--- src/rtl/bitty_seq_ctrl.sv ---
// bitty_seq_ctrl: fetch/decode/execute sequencer for the bitty core.
// Fetches one instruction word at pc, either hands it to the execution core
// or resolves it locally as a branch, then advances pc and counts retirements.
// Runs freely while run is high, or one instruction per step pulse.

module bitty_seq_ctrl #(
   parameter int ADDR_W    = 8,
   parameter int INSTR_W   = 16,
   parameter int DATA_W    = 16,
   parameter int FETCH_LAT = 1,
   parameter int TIMEOUT   = 255,
   parameter int CNT_W     = 16
) (
   input  logic               clk,
   input  logic               reset,
   input  logic               run,
   input  logic               step_mode,
   input  logic               step,
   output logic [ADDR_W-1:0]  imem_addr,
   input  logic [INSTR_W-1:0] imem_data,
   output logic [INSTR_W-1:0] core_instr,
   output logic               core_start,
   input  logic               core_done,
   input  logic [DATA_W-1:0]  core_result,
   output logic [ADDR_W-1:0]  pc,
   output logic               busy,
   output logic               halted,
   output logic               fault,
   output logic [CNT_W-1:0]   retired
);

   typedef enum logic [2:0] {
      IDLE,
      FETCH,
      DECODE,
      EXEC,
      UPDATE,
      HALT
   } state_t;

   localparam int FL_W = (FETCH_LAT > 1) ? $clog2(FETCH_LAT) : 1;
   localparam int TO_W = $clog2(TIMEOUT + 1);
   localparam logic [FL_W-1:0] FETCH_LAST = FL_W'(FETCH_LAT - 1);
   localparam logic [TO_W-1:0] TO_LAST    = TO_W'(TIMEOUT - 1);

   state_t              state;
   state_t              state_nxt;
   logic [FL_W-1:0]     fetch_cnt;
   logic [TO_W-1:0]     tmo_cnt;
   logic [DATA_W-1:0]   last_result;

   logic                fetch_last;
   logic                exec_first;
   logic                exec_expire;
   logic                is_halt;
   logic                is_branch;
   logic                br_taken;
   logic [ADDR_W-1:0]   br_target;

   assign imem_addr   = pc;
   assign fetch_last  = (fetch_cnt == FETCH_LAST);
   assign exec_first  = (tmo_cnt == '0);
   assign exec_expire = (tmo_cnt == TO_LAST);
   assign is_halt     = (core_instr == '1);
   assign is_branch   = (core_instr[1:0] == 2'b10);
   assign br_target   = core_instr[ADDR_W+3:4];

   // Branch condition on the signed result of the last executed instruction.
   always_comb begin
      // NOTE: every signal written here gets a default first, so no path
      // through the case can leave it unassigned and infer a latch.
      br_taken = 1'b0;
      case (core_instr[3:2])
         2'b00:   br_taken = (last_result == '0);
         2'b01:   br_taken = !last_result[DATA_W-1] && (last_result != '0);
         2'b10:   br_taken = last_result[DATA_W-1];
         default: br_taken = 1'b0;
      endcase
      br_taken = br_taken && is_branch;
   end

   // State register; reset wins over every other input.
   always_ff @(posedge clk) begin
      // NOTE: sequential state uses non-blocking assignments so every
      // register samples pre-edge values regardless of block ordering.
      if (reset) state <= IDLE;
      else       state <= state_nxt;
   end

   // Next-state decision and state-decoded outputs.
   always_comb begin
      state_nxt  = state;
      core_start = 1'b0;
      busy       = 1'b1;
      halted     = 1'b0;
      case (state)
         IDLE: begin
            busy = 1'b0;
            if ((!step_mode && run) || (step_mode && step)) state_nxt = FETCH;
         end
         FETCH: begin
            if (fetch_last) state_nxt = DECODE;
         end
         DECODE: begin
            if (is_halt)        state_nxt = HALT;
            else if (is_branch) state_nxt = UPDATE;
            else                state_nxt = EXEC;
         end
         EXEC: begin
            core_start = exec_first;
            // A done arriving with the start pulse is already a valid finish.
            if (core_done)        state_nxt = UPDATE;
            else if (exec_expire) state_nxt = HALT;
         end
         UPDATE: begin
            state_nxt = (!step_mode && run) ? FETCH : IDLE;
         end
         HALT: begin
            busy   = 1'b0;
            halted = 1'b1;
         end
         default: state_nxt = IDLE;
      endcase
   end

   // Datapath: fetch/timeout counters, instruction and result latches,
   // program counter and retirement counter.
   always_ff @(posedge clk) begin
      if (reset) begin
         fetch_cnt   <= '0;
         tmo_cnt     <= '0;
         core_instr  <= '0;
         last_result <= '0;
         pc          <= '0;
         retired     <= '0;
         fault       <= 1'b0;
      end else begin
         if (state == FETCH && !fetch_last) fetch_cnt <= fetch_cnt + FL_W'(1);
         else                               fetch_cnt <= '0;

         if (state == FETCH && fetch_last) core_instr <= imem_data;

         // Counts EXEC cycles already spent; cleared whenever outside EXEC.
         if (state == EXEC) tmo_cnt <= tmo_cnt + TO_W'(1);
         else               tmo_cnt <= '0;

         if (state == EXEC && core_done) last_result <= core_result;

         if (state == EXEC && !core_done && exec_expire) fault <= 1'b1;

         if (state == UPDATE) begin
            pc <= br_taken ? br_target : pc + ADDR_W'(1);
            if (retired != '1) retired <= retired + CNT_W'(1);
         end
      end
   end

endmodule

--- config.mk ---
export PLATFORM = sky130hd
export DESIGN_NAME = bitty_seq_ctrl
export DESIGN_NICKNAME = d
export VERILOG_FILES = /design/src/rtl/bitty_seq_ctrl.sv
export SDC_FILE = /design/constraint.sdc
export NUM_CORES = 1
export LEC_CHECK = 0
export ABC_AREA = 1
export BUFFER_PORTS_ARGS = -buffer_cell sky130_fd_sc_hd__clkbuf_2
export CAP_MARGIN = 5
export CORE_MARGIN = 4
export CORE_UTILIZATION = 52
export DETAILED_ROUTE_END_ITERATION = 16
export PLACE_DENSITY = 0.79
export SLEW_MARGIN = 20
export SYNTH_ARGS = -nofsm -noshare
export SYNTH_HDL_FRONTEND = slang
export SYNTH_SLANG_ARGS = --single-unit
--- constraint.sdc ---
create_clock -name clk -period 1.9 [get_ports clk]
set_clock_uncertainty 0.05 [all_clocks]
set_input_delay 0.38 -clock clk [delete_from_list [all_inputs] [get_ports clk]]
set_output_delay 0.38 -clock clk [all_outputs]
set_load 0.03 [all_outputs]
==> results of run 1 <==
==> final cells by class <==
class                   count  area, um2
fillers                   565       2090
multi-input cells         308       1590
flip-flops and latches     69       1390
repair buffers             93        478
inverters                  66        250
clock buffers              10        138
well taps                  75       93.8
clock inverters             6       38.8
==> worst max-delay path, stage by stage (launching register included) <==
cell	delay, ns
dfxtp_2	0.36
inv_1	0.07
nor2_4	0.14
nand2_2	0.09
nor3_2	0.19
buf_4	0.18
==> routing by layer <==
layer,track usage [%],vias up,part of all wire [%],wire length [um]
li1,-,1654,-,-
met2,34.8,77,48,3710
met5,0,-,0,0
met4,9.48,0,1.8,136
met1,26.4,1432,44,3390
met3,4.70,13,6.6,509
==> state kept, by name, indices dropped and copies added (netlist names) <==
| register | count |
|---|---|
| fetch_cnt | 1 |
| tmo_cnt | 8 |
| last_result | 16 |
| imem_addr | 8 |
| retired | 16 |
| core_instr | 16 |
| fault | 1 |
| state | 3 |
==> final timing paths <==
path	from	end	slack (ns)	depth (start not counted)
setup / recovery	state[1]	core_start	0.1	5
hold / removal	imem_data[14]	core_instr[14]	0.22	3
setup reg to reg	retired[0]	retired[14]	0.18	9
hold reg to reg	last_result[5]	last_result[5]	0.40	2
==> cell usage after synthesis (8+ instances only) <==
| cell type | instances | share of area [%] |
|---|---|---|
| buf_4 | 8 | 1.8 |
| nand2_1 | 62 | 7.0 |
| nand4_1 | 9 | 1.7 |
| a21oi_1 | 42 | 6.3 |
| nand3_1 | 27 | 4.0 |
| clkbuf_1 | 8 | 0.90 |
| nor3_1 | 9 | 1.3 |
| dfxtp_1 | 69 | 41 |
| o21ai_0 | 43 | 6.4 |
| nor2_1 | 67 | 7.5 |
| inv_1 | 61 | 6.9 |
==> cell families after synthesis <==
group	Yosys count	synth area share [%]
flops	69	41.4
other cells	1	0.112
xor+xnor	9	2.36
compound gates	97	15.3
buf+inv	87	11.5
simple gates	196	27.4
fa+ha+maj	5	1.87
==> power by group through the flow <==
stage | sequential (mW) | combinational, mW | clock, mW
3_3_place_gp | 1.70 | 0.872 | 0
6_report | 1.67 | 0.894 | 1.06
4_1_cts | 1.67 | 0.896 | 1.08
5_1_grt | 1.69 | 1.00 | 1.15
3_5_place_dp | 1.70 | 0.886 | 0
2_1_floorplan | 1.83 | 0.515 | 0
==> flow_summary.toml, run 1 <==
[clock_network]
clock-root-buffer = "clkbuf_8"
cts_setup_buffers = 0
htreeDepth = 3
cts.hold.buffers_added = 0
clockBufferDepth = 2
cts_tree = "built"
cts_resized = 4
clkTransAtPathRegs_ns = 0.08
clock_latency_ns = 0.34
cts_buffers = 9
cts.sinks = 69

[finish]
stdcell_area_mm2 = 0.00397
nNetsFinal = 590
final_cells = 627
n_antenna_cell = 0
syn2layout_area_growth_pct = 19.0
utilization_pct = 65.6
final_common_cell = "clkbuf_2"
layout_common_cells = "clkbuf_2, nor2_1, dfxtp_1, nand2_1, inv_1"
drive_gt1_share_pct = 25.7

[synthesis]
avgSynthCellArea_um2 = 7.20
synth_area_mm2 = 0.00334
synth_edf_count = 0
syn_inst = 464
synth_nets = 507
yosysWarnings = 0
synthArstFlopShare_pct = 0
synth-main-ff-cell = "dfxtp_1"
ys_seq_area_share_pct = 41.4
ys_ff_latch = 69
synth_cell_types = 38

[pwr]
p_sw_mw = 1.29
total_power_mw = 3.63
p_leak_nw = 1.70
clkPwrFrac_pct = 29.2
power.internal_mw = 2.34
power_density_mw_per_mm2 = 912
switching_share_pct = 35.6
power_frac_seq_pct = 46.2
ir_drop_uv = 540
p_comb_share_pct = 24.7

[sta]
finalCriticalPeriod_ns = 1.80
rsz0062_at_grt = "no"
worst_pin_slew_ns = 0.538
fmax_mhz = 555
hold_viol_final = 0
setup_tns_ns = 0
post-route-period-util_pct = 94.9
setup_violations = 0
whs_ns = 0.220
relSlewSlack_pct = 63.8
setup_slack_ns = 0.0974
maxSlewViolCount = 0

[critical_path]
end_kind = "primary output"
path_class = "reg2out"
worst_setup_path_start_kind = "register"
arrival_ns = 1.37
required_ns = 1.47
crit_fanout = 5

[hold_path]
hold_class = "in2reg"

[global_routing]
antenna_found_initial = 0
first_global_vias = 2909
overflow = 0
grt_pass1_wl_um = 13000
grt_max_degree = 45
grt.total_usage_pct = 21.1

[place]
dp.cells = 611
io_buffers = 89
post-place-ws_ns = 0.190
gp_congestion = 0.882
dp_hpwl_um = 5880
placed_area_mm2 = 0.00377

[floorplanning]
die_x_um = 88.1
ioPinCount = 90
fp.coreArea_mm2 = 0.00606
initial_core_util_pct = 55.1
fp.dieH_um = 88.1
rows = 28
die_area_mm2 = 0.00777

[detailed_routing]
drt_iter0_drc = 119
viasPerCell = 5.07
vias = 3176
ant_nets = 0
totalWireLength_um = 7740
drc = 0
firstDrtPassIters = 4
routedWlPerCell_um = 12.3

[run]
maxCapViolations = 0

[status]
status = "completed"
No activity file was read; power rests on OpenSTA's default activity.
==> run 2, diff against run 1 <==
==> constraint.sdc (replaced) <==
create_clock -name clk -period 1.9 [get_ports clk]
set_clock_uncertainty 0.05 [all_clocks]
set_input_delay 0.095 -clock clk [delete_from_list [all_inputs] [get_ports clk]]
set_output_delay 0.095 -clock clk [all_outputs]
set_load 0.03 [all_outputs]
==> flow_summary.toml, run 2 (synthesis gave the netlist of run 1 again) <==
[clock_network]
cts.sinks = 69
clock-root-buffer = "clkbuf_8"
cts_tree = "built"
clockBufferDepth = 2
cts_resized = 0
cts_buffers = 9
clock_latency_ns = 0.35
htreeDepth = 3
clkTransAtPathRegs_ns = 0.07
cts_setup_buffers = 0

[pwr]
p_leak_nw = 1.84
power_density_mw_per_mm2 = 911
total_power_mw = 3.89
ir_drop_uv = 691

[critical_path]
arrival_ns = 1.56
rrSetupSlack_ns = 0.22
path_buf_inv = 2
path_cells = "inv_1 > nor2_2 > nand2_1 > nor3_1 > clkbuf_2"
slowest_delay_ns = 0.39
crit_path_top_delay_cell = "dfxtp_1"
required_ns = 1.75
critPathTopFamily = "simple AND/OR/NAND/NOR gates"
end_kind = "primary output"
crit_fanout = 5
worst_setup_path_start_kind = "register"
path_class = "reg2out"

[detailed_routing]
routedWlPerCell_um = 12.7
viasPerCell = 5.04
ant_nets = 0
drt_iter0_drc = 158
vias = 3307
totalWireLength_um = 8350
drc = 0
firstDrtPassIters = 5

[sta]
maxSlewViolCount = 0
hold_viol_final = 0
fmax_mhz = 587
finalCriticalPeriod_ns = 1.70
setup_violations = 0
worst_pin_slew_ns = 0.556
post-route-period-util_pct = 89.6
setup_tns_ns = 0
rsz0062_at_grt = "no"
relSlewSlack_pct = 62.6

[finish]
top_regs = "core_instr x16, last_result x16, retired x16"
drive_gt1_share_pct = 22.7
n_antenna_cell = 0
layout_common_cells = "clkbuf_2, dfxtp_1, nor2_1, nand2_1, inv_1"
nNetsFinal = 619
syn2layout_area_growth_pct = 27.9
final_common_cell = "clkbuf_2"

[global_routing]
grt_pass1_wl_um = 13900
first_global_vias = 3175
grt.total_usage_pct = 22.8
overflow = 0
antenna_found_initial = 0
grt_max_degree = 40

[place]
io_buffers = 89
dp_hpwl_um = 5800
gp_congestion = 0.882

[run]
maxCapViolations = 0

[floorplanning]
die_area_mm2 = 0.00777
die_x_um = 88.1
fp.coreArea_mm2 = 0.00606
rows = 28
fp.dieH_um = 88.1
ioPinCount = 90
initial_core_util_pct = 55.1

[hold_path]
hold_class = "in2reg"

[status]
status = "completed"
-- run 2: worst min-delay path, delay by kind of cell --
family,cells,cell delay (ns)
AO/OA/AOI/OAI,2,0.21
buffers and inverters,1,0.07
-- run 2: final timing paths --
kind                                       from              end  cells past startpoint
worst max-delay path                   state[1]       core_start                      5
worst min-delay path             core_result[0]   last_result[0]                      3
worst max register to register       retired[0]      retired[14]                      9
worst min register to register  last_result[10]  last_result[10]                      2
-- run 2: layout make-up --
cell class | count | area (um2)
clock buffers | 11 | 131
flip-flops and latches | 69 | 1380
inverters | 66 | 250
well taps | 75 | 93.8
multi-input cells | 308 | 1570
clock inverters | 5 | 75.1
fillers | 516 | 1790
repair buffers | 122 | 766
-- run 2: routing by layer --
metal / track usage, % / wire length [um]
met3: 5.64 / 528
met4: 8.93 / 158
met2: 38.8 / 4120
met1: 27.6 / 3540
met5: 0 / 0
-- run 2: power breakdown --
part	internal (mW)	total, mW	switching (mW)	leakage (nW)
clock network	0.734	1.28	0.547	0.107
registers	1.56	1.67	0.106	0.558
logic	0.300	0.942	0.642	1.18
-- run 2: repair_timing --
action,in CTS,in global routing
endpoints found under the setup margin,0,0
hold endpoints to repair,29,0
hold buffers,29,0
-- run 2: metrics by stage --
step           hold WS, ns  instances  util, %  setup WS, ns  instance area [um2]
6_report            0.0200        656     70.5         0.197                 4270
5_1_grt             0.0315        656     70.5        0.0150                 4270
4_1_cts            0.00452        656     70.5         0.173                 4270
3_5_place_dp         0.277        611     62.3         0.235                 3770
3_3_place_gp         0.283        611     62.3         0.311                 3770
2_1_floorplan        0.180        464        -        0.0824                 3340
==> run 3, diff against run 2 <==
- CORE_UTILIZATION: 52 -> 54
- CTS_BUF_LIST: not set -> sky130_fd_sc_hd__clkbuf_2 sky130_fd_sc_hd__clkbuf_4 sky130_fd_sc_hd__clkbuf_8
- PLACE_DENSITY: 0.79 -> 0.82
==> flow_summary.toml, run 3 (synthesis gave the netlist of run 1 again) <==
[critical_path]
path_cells = "inv_1 > nor2_2 > nand2_1 > nor3_1 > buf_2"
arrival_ns = 1.57
required_ns = 1.75
critPathTopFamily = "simple AND/OR/NAND/NOR gates"
crit_path_top_delay_cell = "dfxtp_1"
crit_fanout = 5
slowest_delay_ns = 0.39
end_kind = "primary output"
worst_setup_path_start_kind = "register"
path_class = "reg2out"
path_buf_inv = 2

[place]
io_buffers = 89
gp_congestion = 0.908
dp_hpwl_um = 5810

[floorplanning]
fp.coreArea_mm2 = 0.00596
initial_core_util_pct = 56.1
die_x_um = 86.6
fp.dieH_um = 86.6
die_area_mm2 = 0.00751
ioPinCount = 90
rows = 28

[clock_network]
cts_buffers = 9
clock-root-buffer = "clkbuf_8"
cts_tree = "built"
cts.sinks = 69
cts_setup_buffers = 0
clkTransAtPathRegs_ns = 0.07
htreeDepth = 3
clockBufferDepth = 2
clock_latency_ns = 0.34

[sta]
whs_ns = 0.00421
post-route-period-util_pct = 90.2
worst_pin_slew_ns = 0.613
hold_viol_final = 0
finalCriticalPeriod_ns = 1.71
setup_tns_ns = 0
fmax_mhz = 583
relSlewSlack_pct = 58.7
rsz0062_at_grt = "no"
maxSlewViolCount = 0
setup_violations = 0

[global_routing]
first_global_vias = 3274
grt.total_usage_pct = 23.9
antenna_found_initial = 0
overflow = 0
grt_max_degree = 45
grt_pass1_wl_um = 14300

[run]
maxCapViolations = 0

[finish]
layout_common_cells = "clkbuf_2, dfxtp_1, nor2_1, nand2_1, inv_1"
drive_gt1_share_pct = 23.4
top_regs = "core_instr x16, last_result x16, retired x16"
n_antenna_cell = 0
final_common_cell = "clkbuf_2"
syn2layout_area_growth_pct = 27.2
nNetsFinal = 616
n_fill_cell = 477

[detailed_routing]
totalWireLength_um = 8330
viasPerCell = 5.15
ant_nets = 0
firstDrtPassIters = 7
routedWlPerCell_um = 12.8
drc = 0
drt_iter0_drc = 170
vias = 3361

[pwr]
power_density_mw_per_mm2 = 907
p_leak_nw = 1.83
ir_drop_uv = 576
total_power_mw = 3.85

[status]
status = "completed"

[hold_path]
hold_class = "in2reg"
[run 3: cell types whose count changed in the layout (fill, tap and decap cells not counted)]
cell and change:
clkbuf_2 -1, ha_1 -1, clkbuf_8 +3, bufinv_16 -1, buf_2 +1, clkbuf_1 -2, dlygate4sd3_1 -3, ha_2 +1
[run 3: worst paths after layout]
check                                     from              to  slack, ns  cells past startpoint
worst min-delay path              imem_data[7]   core_instr[7]      0.004                      3
worst min register to register  last_result[6]  last_result[6]       0.40                      2
worst max-delay path                  state[1]      core_start       0.19                      5
worst max register to register      retired[0]     retired[14]       0.23                      9
[run 3: final cells by class]
class / instances / area (um2) / area share (%)
Sequential cell: 69 / 1380 / 32.5
Tap cell: 75 / 93.8 / 2.21
Multi-Input combinational cell: 308 / 1580 / 37.1
Inverter: 66 / 250 / 5.89
Clock buffer: 12 / 165 / 3.89
Timing Repair Buffer: 119 / 736 / 17.3
Clock inverter: 4 / 45.0 / 1.06
[run 3: where the power goes]
part / internal, mW / total, mW / leakage [nW] / switching [mW]
Sequential: 1.56 / 1.66 / 0.558 / 0.101
Clock: 0.707 / 1.25 / 0.112 / 0.545
Combinational: 0.296 / 0.936 / 1.16 / 0.640
[run 3: stage by stage]
step,utilization (%),std cells,cell area (um2),setup slack (ns)
final,71.3,653,4250,0.186
after global routing,71.3,653,4250,0.0117
after CTS,71.3,653,4240,0.149
after detailed placement,63.4,611,3770,0.192
after global placement,63.4,611,3770,0.313
after floorplan,-,464,3340,0.0824
[run 3: worst min-delay path: stages]
cell and delay, ns:
clkbuf_2 0.09, o21ai_0 0.08, a21oi_1 0.10
[run 3: per-layer routing]
metal,share of wire [%],global-route usage [%],up-vias
li1,-,-,1706
met2,50,40.9,123
met3,5.6,5.23,27
met1,41,27.6,1505
met4,3.4,12.7,0
met5,0,0,-
[run 3: repair_timing]
item,CTS,global route
resized for setup,0,2
endpoints found under the setup margin,0,2
hold endpoints to repair,26,0
hold buffers,26,0
